## src/rtl/cla_seq_pkg.sv

```systemverilog
// ============================================================================
// Module   : cla_seq_pkg
// Brief    : Shared state encoding and nibble width for the sequential CLA adder.
// Revision : 1.0 - initial release
// ============================================================================
`default_nettype none

package cla_seq_pkg;

    typedef enum logic [1:0] {
        IDLE = 2'd0,
        RUN  = 2'd1,
        DONE = 2'd2
    } cla_seq_state_t;

    localparam int NIBBLE_W = 4;

endpackage

`default_nettype wire

```

## src/rtl/cla_nibble_add.sv

```systemverilog
// ============================================================================
// Module   : cla_nibble_add
// Brief    : Purely combinational 4-bit carry-lookahead adder.
// Revision : 1.0 - initial release
// ============================================================================
`default_nettype none

module cla_nibble_add
    import cla_seq_pkg::*;
(
    input  logic [NIBBLE_W-1:0] a,
    input  logic [NIBBLE_W-1:0] b,
    input  logic                ci,
    output logic [NIBBLE_W-1:0] s,
    output logic                co
);

    logic [NIBBLE_W-1:0] w_g;
    logic [NIBBLE_W-1:0] w_p;
    logic [NIBBLE_W-1:0] w_c;

    assign w_g = a & b;
    assign w_p = a ^ b;

    // Every carry is expanded down to ci so no term ripples through another.
    assign w_c[0] = ci;
    assign w_c[1] = w_g[0] | (w_p[0] & ci);
    assign w_c[2] = w_g[1] | (w_p[1] & w_g[0]) | (w_p[1] & w_p[0] & ci);
    assign w_c[3] = w_g[2] | (w_p[2] & w_g[1]) | (w_p[2] & w_p[1] & w_g[0])
                  | (w_p[2] & w_p[1] & w_p[0] & ci);
    assign co     = w_g[3] | (w_p[3] & w_g[2]) | (w_p[3] & w_p[2] & w_g[1])
                  | (w_p[3] & w_p[2] & w_p[1] & w_g[0])
                  | (w_p[3] & w_p[2] & w_p[1] & w_p[0] & ci);

    assign s = w_p ^ w_c;

endmodule

`default_nettype wire

```

## src/rtl/cla_nibble_seq.sv

```systemverilog
// ============================================================================
// Module   : cla_nibble_seq
// Brief    : Multi-cycle WIDTH-bit adder time-sharing one 4-bit CLA nibble,
//            LSB nibble first. Optional subtract support: CLA_SEQ_SUB_EN.
// Revision : 1.0 - initial release
// ============================================================================
`default_nettype none

module cla_nibble_seq
    import cla_seq_pkg::*;
#(
    parameter int WIDTH = 16
)
(
    input  logic             clk,
    input  logic             rst_n,
    input  logic             in_valid,
    output logic             in_ready,
    input  logic [WIDTH-1:0] a,
    input  logic [WIDTH-1:0] b,
    input  logic             cin,
`ifdef CLA_SEQ_SUB_EN
    input  logic             op,
`endif
    output logic             out_valid,
    input  logic             out_ready,
    output logic [WIDTH-1:0] sum,
    output logic             cout,
    output logic             ovf,
    output logic             busy
);

    localparam int NIB   = WIDTH / NIBBLE_W;
    localparam int IDX_W = $clog2(NIB);

    cla_seq_state_t r_state;
    cla_seq_state_t w_state_nxt;

    logic [WIDTH-1:0]    r_a;
    logic [WIDTH-1:0]    r_b;
    logic [WIDTH-1:0]    r_sum;
    logic                r_carry;
    logic                r_cout;
    logic                r_ovf;
    logic [IDX_W-1:0]    r_idx;

    logic [WIDTH-1:0]    w_b_eff;
    logic                w_cin_eff;
    logic [NIBBLE_W-1:0] w_s;
    logic                w_co;
    logic                w_accept;
    logic                w_last;
    logic [IDX_W+1:0]    w_base;

`ifdef CLA_SEQ_SUB_EN
    assign w_b_eff   = op ? ~b : b;
    assign w_cin_eff = op ? 1'b1 : cin;
`else
    assign w_b_eff   = b;
    assign w_cin_eff = cin;
`endif

    // Operands shift right each RUN cycle, so the active nibble is always bits [3:0].
    cla_nibble_add u_nibble_add (
        .a  (r_a[NIBBLE_W-1:0]),
        .b  (r_b[NIBBLE_W-1:0]),
        .ci (r_carry),
        .s  (w_s),
        .co (w_co)
    );

    assign w_last = (r_idx == IDX_W'(NIB - 1));
    assign w_base = {r_idx, 2'b00};

    always_ff @(posedge clk or negedge rst_n) begin
        if (!rst_n) begin
            r_state <= IDLE;
        end else begin
            r_state <= w_state_nxt;
        end
    end

    always_comb begin
        w_state_nxt = r_state;
        w_accept    = 1'b0;
        case (r_state)
            IDLE: begin
                if (in_valid) begin
                    w_accept    = 1'b1;
                    w_state_nxt = RUN;
                end
            end
            RUN: begin
                if (w_last) begin
                    w_state_nxt = DONE;
                end
            end
            DONE: begin
                if (out_ready) begin
                    w_state_nxt = IDLE;
                end
            end
            default: begin
                w_state_nxt = IDLE;
            end
        endcase
    end

    always_ff @(posedge clk or negedge rst_n) begin
        if (!rst_n) begin
            r_a     <= '0;
            r_b     <= '0;
            r_sum   <= '0;
            r_carry <= 1'b0;
            r_cout  <= 1'b0;
            r_ovf   <= 1'b0;
            r_idx   <= '0;
        end else if (w_accept) begin
            r_a     <= a;
            r_b     <= w_b_eff;
            r_carry <= w_cin_eff;
            r_idx   <= '0;
        end else if (r_state == RUN) begin
            r_sum[w_base +: NIBBLE_W] <= w_s;
            r_carry <= w_co;
            r_a     <= {{NIBBLE_W{1'b0}}, r_a[WIDTH-1:NIBBLE_W]};
            r_b     <= {{NIBBLE_W{1'b0}}, r_b[WIDTH-1:NIBBLE_W]};
            if (w_last) begin
                r_cout <= w_co;
                r_ovf  <= (r_a[NIBBLE_W-1] == r_b[NIBBLE_W-1]) &&
                          (w_s[NIBBLE_W-1] != r_a[NIBBLE_W-1]);
            end else begin
                r_idx <= r_idx + IDX_W'(1);
            end
        end
    end

    assign in_ready  = (r_state == IDLE);
    assign out_valid = (r_state == DONE);
    assign busy      = (r_state != IDLE);
    assign sum       = r_sum;
    assign cout      = r_cout;
    assign ovf       = r_ovf;

endmodule

`default_nettype wire

```

## config.mk

```make
export PLATFORM = sky130hd
export DESIGN_NAME = cla_nibble_seq
export DESIGN_NICKNAME = d
export VERILOG_FILES = /design/src/rtl/cla_seq_pkg.sv /design/src/rtl/cla_nibble_add.sv /design/src/rtl/cla_nibble_seq.sv
export SDC_FILE = /design/constraint.sdc
export NUM_CORES = 1
export LEC_CHECK = 0
export ABC_AREA = 1
export BUFFER_PORTS_ARGS = -buffer_cell sky130_fd_sc_hd__buf_4
export CORE_ASPECT_RATIO = 2
export CORE_UTILIZATION = 45
export DETAILED_ROUTE_END_ITERATION = 8
export PLACE_DENSITY = 0.69
export SETUP_SLACK_MARGIN = 0.15
export SLEW_MARGIN = 0
export SYNTH_ARGS = -nofsm -noshare
export SYNTH_HDL_FRONTEND = slang
export SYNTH_SLANG_ARGS = --single-unit
```

## constraint.sdc

```tcl
create_clock -name clk -period 1.78 [get_ports clk]
set_input_delay 0.356 -clock clk [delete_from_list [all_inputs] [get_ports clk]]
set_output_delay 0.356 -clock clk [all_outputs]
set_load 0.01 [all_outputs]
```

Yosys cells after proc, flatten, opt, wreduce, memory -nomap -nowiden
Index checks and enable logic that the tools add are counted.
{"block": "totals", "reg_bits": 55, "input_bits": 37, "output_inout_bits": 21, "word_cells": 75}
{"block": "classes", "add_sub_neg": 2, "n_eq_ne": 9, "shifts": 2, "n_mux": 16, "bitwise_logic": 30, "n_reduce_logical": 8}
{"op": "two-way mux 16 bit", "n": 4}
{"op": "bitwise AND 1 bit", "n": 16}
{"op": "bitwise mux 16 bit", "n": 1}
{"op": "variable shift 4 x 6 -> 16 bit (first input constant)", "n": 1}
{"op": "variable part select 4 x 6 -> 16 bit", "n": 1}
{"op": "two-way mux 2 bit", "n": 6}
{"op": "bitwise OR 1 bit", "n": 10}
{"op": "XOR 4 bit", "n": 2}
{"op": "!= test 2 bit (second input constant)", "n": 3}
{"op": "negator 4 -> 6 bit", "n": 1}
{"op": "case mux 2 bit (3 select lines)", "n": 1}
{"op": "AND reduction 3 bit", "n": 2}
{"op": "bitwise AND 4 bit", "n": 1}
{"op": "== test 2 bit (second input constant)", "n": 2}
{"op": "two-way mux 1 bit", "n": 4}
{"op": "AND reduction 2 bit", "n": 2}
{"op": "nonzero test 2 bit", "n": 2}
{"op": "adder 2 x 1 -> 2 bit (second input constant)", "n": 1}
{"op": "== test 2 x 1 -> 1 bit (second input constant)", "n": 1}
{"op": "zero test 2 bit", "n": 1}
{"op": "!= test 2 x 1 -> 1 bit (second input constant)", "n": 1}
{"op": "== test 1 bit", "n": 1}
{"op": "logical AND 1 bit", "n": 1}
{"op": "!= test 1 bit", "n": 1}
{"op": "NOT 1 bit", "n": 1}

Depth between registers and ports, before layout
Gate-level depths: netlist (run 1).
{"block": "logic_depth", "ltp_word": 8, "depth_mapped": 10, "depth_no_buf": 10}

Hierarchy
A second synthesis (run 1) with hierarchy kept.
{"block": "unflattened", "cells_unflattened": 344, "hier_area_um2": 2752.6}
{"mod": "cla_nibble_seq", "n_inst": 1, "cells_per_inst": 313, "area_each_um2": 2566.2, "seq_area_each_um2": 1376.3}
{"mod": "cla_nibble_add", "n_inst": 1, "cells_per_inst": 31, "area_each_um2": 186.4, "seq_area_each_um2": 0.0}

Least setup slack after synthesis (run 1)
OpenSTA, ideal clock, no wires.
{"block": "synth_timing", "kind": "register to register", "start": "register r_idx[0]", "end": "register r_sum[2] (netlist: sum[2])", "setup_time_ns": 0.077, "arrival_time_ns": 1.439, "t_required_ns": 1.703, "setup_slack_ns": 0.264, "path_stages_with_launch": 6, "path_buffers": 0, "period_less_slack_ns": 1.516, "path_cell_list": "dfrtp_1 > inv_1 > ha_1 > inv_1 > nand4_1 > o21ai_1"}
{"block": "synth_between", "elab_chain_cells": 3, "word_cells_on_any_way": 4, "classes_between": "1 x add/sub; 2 x shift; 1 x mux"}
{"item": "start: declaration", "line": "cla_nibble_seq.sv:45", "source": "logic [IDX_W-1:0] r_idx;"}
{"item": "start signal: assignment", "line": "cla_nibble_seq.sv:133", "source": "r_idx <= r_idx + IDX_W'(1);"}
{"item": "negator 4 -> 6 bit (*)", "line": "cla_nibble_seq.sv:124", "source": "r_sum[w_base +: NIBBLE_W] <= w_s;"}
{"item": "variable part select 4 x 6 -> 16 bit or variable shift 4 x 6 -> 16 bit (tied branches)", "line": "cla_nibble_seq.sv:124"}
{"item": "bitwise mux 16 bit (*)", "line": "cla_nibble_seq.sv:124"}
{"item": "end signal: indexed assignment", "line": "cla_nibble_seq.sv:124"}
{"item": "end: declaration", "line": "cla_nibble_seq.sv:41", "source": "logic [WIDTH-1:0] r_sum;"}
Every way passes the cells marked *; elsewhere a longest branch is shown, timed or not.
A chain may end at the register's enable or synchronous reset.

Worst setup path in the final report (run 1)
{"block": "layout_timing", "start": "register r_a[0]", "end": "register r_sum[15] (netlist: sum[15])"}
{"block": "layout_between", "elab_chain_cells": 7, "word_cells_on_any_way": 17, "classes_between": "1 x shift; 1 x mux; 15 x bitwise"}
{"item": "start: declaration", "line": "cla_nibble_seq.sv:39", "source": "logic [WIDTH-1:0] r_a;"}
{"item": "start signal: assignment", "line": "cla_nibble_seq.sv:126", "source": "r_a <= {{NIBBLE_W{1'b0}}, r_a[WIDTH-1:NIBBLE_W]};"}
{"item": "bitwise AND 4 bit or XOR 4 bit (tied branches)", "line": "cla_nibble_add.sv:22, cla_nibble_add.sv:23"}
{"item": "bitwise AND 1 bit (on tied branches)", "line": "cla_nibble_add.sv:28, cla_nibble_add.sv:29, cla_nibble_add.sv:30"}
{"item": "bitwise OR 1 bit (tied with other cells)", "line": "cla_nibble_add.sv:28", "source": "assign w_c[2] = w_g[1] | (w_p[1] & w_g[0]) | (w_p[1] & w_p[0] & ci);"}
{"item": "bitwise OR 1 bit (on tied branches)", "line": "cla_nibble_add.sv:28, cla_nibble_add.sv:30"}
{"item": "XOR 4 bit (*)", "line": "cla_nibble_add.sv:35", "source": "assign s = w_p ^ w_c;"}
{"item": "variable part select 4 x 6 -> 16 bit (*)", "line": "cla_nibble_seq.sv:124"}
{"item": "bitwise mux 16 bit (*)", "line": "cla_nibble_seq.sv:124"}
Marked as above.

==> summary.txt, run 1 <==
Worst setup path
  • Arrival time at the worst endpoint: 1.80 ns
  • Critical Path Fanout Max: 3
  • CP startpoint kind: flop
  • CP endpoint kind: flop
  • WS Path Type: flop to flop
  • WP data required: 2.01 ns
  • Reg2Reg Depth: 7

Power
  • Peak supply drop: 0.907 mV
  • Internal cell power: 0.00362 W
  • Seq pwr share: 0.325
  • Sw power: 0.00275 W
  • Power Density: 1870 nW/µm²
  • Net Sw Frac: 0.431
  • Comb power frac: 0.522
  • Clk pwr share: 0.153
  • Leakage: 1.71 nW
  • Final Power: 0.00637 W

Finish
  • Final #Nets: 397
  • Antenna diode count: 0
  • Ratio of cells with drive above 1 in the final layout: 0.318
  • Area Growth Syn to Fin: 24.5%

Detailed routing
  • First-pass iteration count of the detailed router: 8
  • DRT Wirelength: 6050 µm
  • Initial DRC Count: 76
  • Drt drc: 4
  • Vias: 2,173
  • Vias per cell: 5.30
  • ANT nets after route: 0
  • Routed wire per std cell: 14.8 µm

Synth
  • Synth Cell Area: 2740 µm²
  • Share of the synthesized area in the top cell type: 0.503
  • Synth Area per Inst: 9.54 µm²
  • Top cell type by total area after synthesis: dfrtp_1
  • Top area cells in the synthesized netlist: dfrtp_1 50%, nand2_1 13%, ha_1 4.6%
  • Post-synthesis sequential area ratio: 0.503
  • Syn nets: 335
  • Synth unique cells: 31
  • Post-Syn Instances: 287
  • Synth warnings: 0
  • Synthesis-stage register bit count: 55

STA
  • Pins over their slew limit: 0
  • Period Utilization, post-route: 0.880
  • Setup TNS: 0 ns
  • Worst slew margin: 0.539
  • Worst Tran Pin Value: 0.692 ns
  • Unrepaired setup endpoints after global routing: no
  • Final Hold Fails: 0
  • Final setup violation count: 0
  • Minimum clock period: 1.57 ns
  • Post-route clock skew: 0.00392 ns
  • Peak Freq: 639 MHz

Global route
  • First-pass GRT wire length: 10,400 µm
  • Grt ovf: 0
  • Pin count of the biggest net entering global routing: 56
  • Number of global-route vias before repair: 2,249
  • Initial antenna violation count: 0
  • GRT Total Usage: 0.212

CTS
  • Clk Tree Root Cell: clkbuf_16
  • Bufs on Longest Clock Path: 2
  • Htree depth: 2
  • CTS Buf Count: 5
  • CTS tree: built
  • CTS Sinks: 55
  • Worst-path clk slew: 0.07 ns
  • Worst-Skew Late Latency: 0.29 ns

Job
  • Max-Cap Viols: 0

Floorplan
  • Initial Util: 0.472
  • Die area: 6420 µm²
  • Die H: 112 µm
  • Core area: 5810 µm²
  • Die W: 57.2 µm
  • I/O pin total: 58
  • Site Rows: 39

Hold path
  • Worst Hold Class: primary input to asynchronous set/reset pin

Run status
  • Status: finished with violations
  • Failing checks: design-rule violations

Place
  • DP HPWL: 4340 µm
  • IO Port Bufs: 57
  • Routability congestion estimate: 0.818
==> sequential cells by signal (all words and copies together), names as in the netlist <==
| name | count |
|---|---|
| r_state | 2 |
| sum | 16 |
| r_a | 16 |
| r_b | 16 |
| ovf | 1 |
| r_carry | 1 |
| cout | 1 |
| r_idx | 2 |
==> power by group through the flow <==
stage	clock network [W]	logic, W	registers (W)
final	0.000975	0.00333	0.00207
after global routing	0.00104	0.00371	0.00212
after CTS	0.000989	0.00321	0.00207
after detailed placement	0	0.00313	0.00207
after global placement	0	0.00307	0.00205
after floorplan	0	0.00226	0.00207
==> synth_stat cells <==
master     n
nand2_1   94
dfrtp_1   55
inv_1     26
o21ai_0   14
nand3_1   11
o211ai_1  11
ha_1      10
o211ai_2   9
nor2_1     8
buf_6      6
nand2_4    5
a22o_1     4
o21ai_1    4
o21ai_2    4
buf_4      3
inv_2      3
nor2_4     3
nand2_2    2
nand4_1    2
o31ai_1    2
a21oi_1    1
fa_1       1
inv_4      1
inv_8      1
nand3_2    1
nand3b_1   1
nand4_4    1
nor2_2     1
o22ai_1    1
o22ai_2    1
xnor2_1    1
==> cells by family (layout without fill, tap and decap cells) <==
family / count (synthesis) / in the layout / synth area share
and+or+nand+nor: 129 / 129 / 0.218
DFF: 55 / 55 / 0.503
buffers and inverters: 40 / 102 / 0.0790
xor gates and xnor gates: 1 / 1 / 0.00320
AOI/OAI and AO/OA: 51 / 51 / 0.144
adders and majority gates: 11 / 11 / 0.0530
==> path summary, 6_finish.rpt <==
check / startpoint / end / slack (ns)
setup reg to reg: r_a[0]$_DFFE_PN0P_ / sum[15]$_DFFE_PN0P_ / 0.21
hold reg to reg: sum[4]$_DFFE_PN0P_ / sum[4]$_DFFE_PN0P_ / 0.48
setup / recovery: r_a[0]$_DFFE_PN0P_ / sum[15]$_DFFE_PN0P_ / 0.21
hold / removal: rst_n / sum[15]$_DFFE_PN0P_ / 0.10
min in group clk: out_ready / r_state[1]$_DFFE_PN0P_ / 0.25
max in group asynchronous: rst_n / sum[10]$_DFFE_PN0P_ / 1.21
==> metal layers <==
layer  global-route usage  share of wire  wire length (µm)  up-vias
met3               0.0276          0.032               191       14
met1                0.226           0.36              2190     1037
li1                     -              -                 -     1058
met4                0.124          0.034               208        0
met5                    0              0                 0        -
met2                0.384           0.57              3460       64
==> metrics by stage <==
stage | util | area (µm²) | hold slack (ns) | setup slack (ns) | instances
2_1_floorplan | - | 2740 | 0.0604 | 0.264 | 287
3_5_place_dp | 0.553 | 3210 | 0.448 | 0.147 | 402
5_1_grt | 0.587 | 3410 | 0.164 | 0.132 | 410
6_report | 0.587 | 3410 | 0.102 | 0.214 | 410
3_3_place_gp | 0.553 | 3210 | 0.442 | 0.174 | 402
4_1_cts | 0.582 | 3380 | 0.142 | 0.221 | 409
==> worst max-delay path, stage by stage (launching register included) <==
cell     delay (ns)
dfrtp_1        0.42
ha_1           0.34
nand4_1        0.21
nand3_2        0.17
nand3_2        0.10
nor2_2         0.12
nand2_1        0.08
nand2_1        0.06
==> cell usage in the layout (no fill, tap or decap), types with 2 or more instances in the layout <==
cell type,instances
nand3_2,2
nand4_1,2
nor2_2,3
o21ai_0,14
nand2_1,93
inv_2,3
o21ai_2,4
o211ai_1,11
nand3_1,10
a22o_1,4
clkbuf_16,5
inv_1,26
o31ai_1,2
nor2_1,6
o211ai_2,9
nand2_2,3
ha_4,2
buf_4,63
nor2_4,3
ha_1,8
o21ai_1,4
nand2_4,5
dfrtp_1,55
==> area by class of cell <==
class,count,area [µm²]
multi-input combinational,192,1190
timing repair buffer,64,493
fill,542,2400
inverter,31,126
sequential,55,1380
tap,61,76.3
clock inverter,1,5.00
clock buffer,6,139
==> repair_timing <==
action,4_1_cts,5_1_grt
hold buffers,0,0
pin swaps,0,2
setup endpoints to repair,1,7
resized for setup,2,6
buffers inserted,0,1
No activity file was read; power rests on OpenSTA's default activity.
==> run 2, diff against run 1 <==
--- a/config.mk
+++ b/config.mk
@@ -6,11 +6,11 @@
 export NUM_CORES = 1
 export LEC_CHECK = 0
 export ABC_AREA = 1
-export BUFFER_PORTS_ARGS = -buffer_cell sky130_fd_sc_hd__buf_4
 export CORE_ASPECT_RATIO = 2
 export CORE_UTILIZATION = 45
 export DETAILED_ROUTE_END_ITERATION = 8
-export PLACE_DENSITY = 0.69
+export DONT_BUFFER_PORTS = 1
+export PLACE_DENSITY = 0.61
 export SETUP_SLACK_MARGIN = 0.15
 export SLEW_MARGIN = 0
 export SYNTH_ARGS = -nofsm -noshare
==> run 2 against run 1 <==
  * The run ends with design-rule violations, negative hold slack left
  * Global-route usage shrank 1.8 points
  * Maximum frequency up 2.9%
  * Sequential share of layout area rose by 5.6 points
  * First-iteration DRC count is 11% higher
  * Critical path depth shrank 3
  * Register-to-register slack improved by 0.04 ns
  * Flip-flop and latch count stayed put
==> summary.txt, run 2 (synthesis gave the netlist of run 1 again) <==
STA
  • Pins over their slew limit: 0 (unchanged)
  • Minimum clock period: 1.52 ns (-0.0449 ns)
  • Final Hold Slack: -0.243 ns (-0.345 ns)
  • Unrepaired setup endpoints after global routing: no
  • Final Hold Fails: 55 (+55)
  • Post-route clock skew: 0.00515 ns (+0.00123 ns)
  • Peak Freq: 657 MHz (+2.9%)
  • Worst slew margin: 0.830 (+0.291)
  • Setup TNS: 0 ns (unchanged)
  • Final setup violation count: 0 (unchanged)
  • Worst Tran Pin Value: 0.255 ns (-0.437 ns)
  • Period Utilization, post-route: 0.855 (-0.0252)

Floorplan
  • Die area: 6420 µm² (unchanged)
  • Site Rows: 39 (unchanged)
  • Die H: 112 µm (unchanged)
  • Die W: 57.2 µm (unchanged)
  • Core area: 5810 µm² (unchanged)
  • Initial Util: 0.472 (unchanged)
  • I/O pin total: 58 (unchanged)

Worst setup path
  • Cell-by-cell trace of the critical path: fa_1 -> xnor2_1 -> buf_4 -> o31ai_1
  • Buffers and inverters on the worst path: 1 (+1)
  • Biggest cell delay along the critical path: 0.45 ns (+0.03 ns)
  • CP startpoint kind: flop
  • RR Endpoint: sum[9]$_DFFE_PN0P_
  • Crit-path leading delay family: adder cells
  • CP endpoint kind: flop
  • Arrival time at the worst endpoint: 1.72 ns (-0.08 ns)
  • Critical Path Fanout Max: 3 (unchanged)
  • Reg2Reg Depth: 4 (-3)
  • WP data required: 1.98 ns (-0.03 ns)
  • Reg2Reg Setup Slack: 0.26 ns (+0.04 ns)
  • WS Path Type: flop to flop
  • CP max-delay cell: fa_1
  • RR Startpoint: r_a[0]$_DFFE_PN0P_

Detailed routing
  • Vias per cell: 5.47 (+3.2%)
  • ANT nets after route: 0 (unchanged)
  • Initial DRC Count: 84 (+11%)
  • Routed wire per std cell: 16.2 µm (+9.7%)
  • DRT Wirelength: 5750 µm (-5.0%)
  • Vias: 1,941 (-11%)
  • Drt drc: 3 (-1)
  • First-pass iteration count of the detailed router: 8 (unchanged)

Run status
  • Status: finished with violations
  • Failing checks: design-rule violations, negative hold slack

Global route
  • Number of global-route vias before repair: 1,985 (-12%)
  • Pin count of the biggest net entering global routing: 56 (unchanged)
  • First-pass GRT wire length: 9540 µm (-8.3%)
  • GRT Total Usage: 0.194 (-0.0179)
  • Initial antenna violation count: 0 (unchanged)
  • Grt ovf: 0 (unchanged)

CTS
  • Worst-Skew Late Latency: 0.29 ns (about the same)
  • CTS Sinks: 55 (unchanged)
  • CTS tree: built
  • Clk Tree Root Cell: clkbuf_16
  • CTS Buf Count: 5 (unchanged)
  • Htree depth: 2 (unchanged)
  • Bufs on Longest Clock Path: 2 (unchanged)
  • Worst-path clk slew: 0.07 ns (about the same)

Finish
  • Antenna diode count: 0 (unchanged)
  • Filler cell count: 556 (+2.6%)
  • Cell Count, Final, Fillers Out: 355 (-13%)
  • Final #Nets: 341 (-14%)
  • Final instance area: 3000 µm² (-12%)
  • Ratio of cells with drive above 1 in the final layout: 0.177 (-0.141)
  • Most common cell after layout, fill and taps aside: nand2_1
  • Commonest non-fill, non-tap cells in the layout: 94 x nand2_1, 54 x dfrtp_1, 26 x inv_1
  • Area Growth Syn to Fin: 9.55%

Place
  • IO Port Bufs: 0 (-100%)
  • Placed cell areas: 2790 µm² (-13%)
  • DP HPWL: 4140 µm (-4.7%)
  • Cell Count Post-Placement: 346 (-14%)
  • Routability congestion estimate: 0.834 (+1.9%)

Job
  • Max-Cap Viols: 0 (unchanged)

Hold path
  • Worst Hold Class: primary input to asynchronous set/reset pin

Power
  • Leakage: 1.43 nW (-16%)
  • Power Density: 2050 nW/µm² (+9.8%)
  • Peak supply drop: 1.04 mV (+14%)
==> run 2: changes by cell type in the layout (fill, tap and decap cells not counted), sizes merged <==
cell	change
buf	-56
bufinv	+1
==> run 2: layout make-up <==
class	count	area, µm²	area share
Clock inverter	2	35.0	0.0117
Clock buffer	6	139	0.0463
Timing Repair Buffer	8	72.6	0.0242
Sequential cell	55	1380	0.459
Tap cell	61	76.3	0.0254
Multi-Input combinational cell	192	1170	0.391
Inverter	31	126	0.0421
==> run 2: where the power goes <==
part           switching, W  total [W]  internal, W
combinational       0.00181    0.00289      0.00107
sequential         0.000380    0.00214      0.00176
clock              0.000429    0.00113     0.000700
total               0.00262    0.00615      0.00353
==> run 2: worst max path at each step <==
stage                          from             endpoint  slack [ns]  depth (start not counted)
2_1_floorplan  r_idx[0]$_DFFE_PN0P_   sum[2]$_DFFE_PN0P_        0.26                          5
3_3_place_gp     r_a[2]$_DFFE_PN0P_  sum[15]$_DFFE_PN0P_        0.21                         10
3_5_place_dp     r_a[2]$_DFFE_PN0P_  sum[15]$_DFFE_PN0P_        0.21                         10
4_1_cts          r_a[2]$_DFFE_PN0P_  sum[15]$_DFFE_PN0P_        0.18                         10
5_1_grt          r_a[0]$_DFFE_PN0P_   sum[9]$_DFFE_PN0P_        0.16                          4
6_report         r_a[0]$_DFFE_PN0P_   sum[9]$_DFFE_PN0P_        0.26                          4
==> run 2: layer usage <==
layer	global-route usage	up-vias	routed length, µm
met1	0.215	937	2140
met5	0	-	0
met2	0.362	51	3270
met4	0.0732	0	121
met3	0.0276	9	213
li1	-	944	-
==> run 2: timing repair <==
action / in CTS / in global routing
setup buffers: 0 / 1
gates resized for setup: 0 / 4
setup endpoints to repair: 0 / 7
hold endpoints to repair: 55 / 55
==> run 2: per-stage QoR <==
stage                     total power [W]  setup WS (ns)   util
after floorplan                   0.00433          0.264      -
after global placement            0.00489          0.214  0.481
after detailed placement          0.00495          0.208  0.481
after CTS                         0.00610          0.181  0.510
after global routing              0.00664          0.161  0.517
final                             0.00615          0.259  0.517
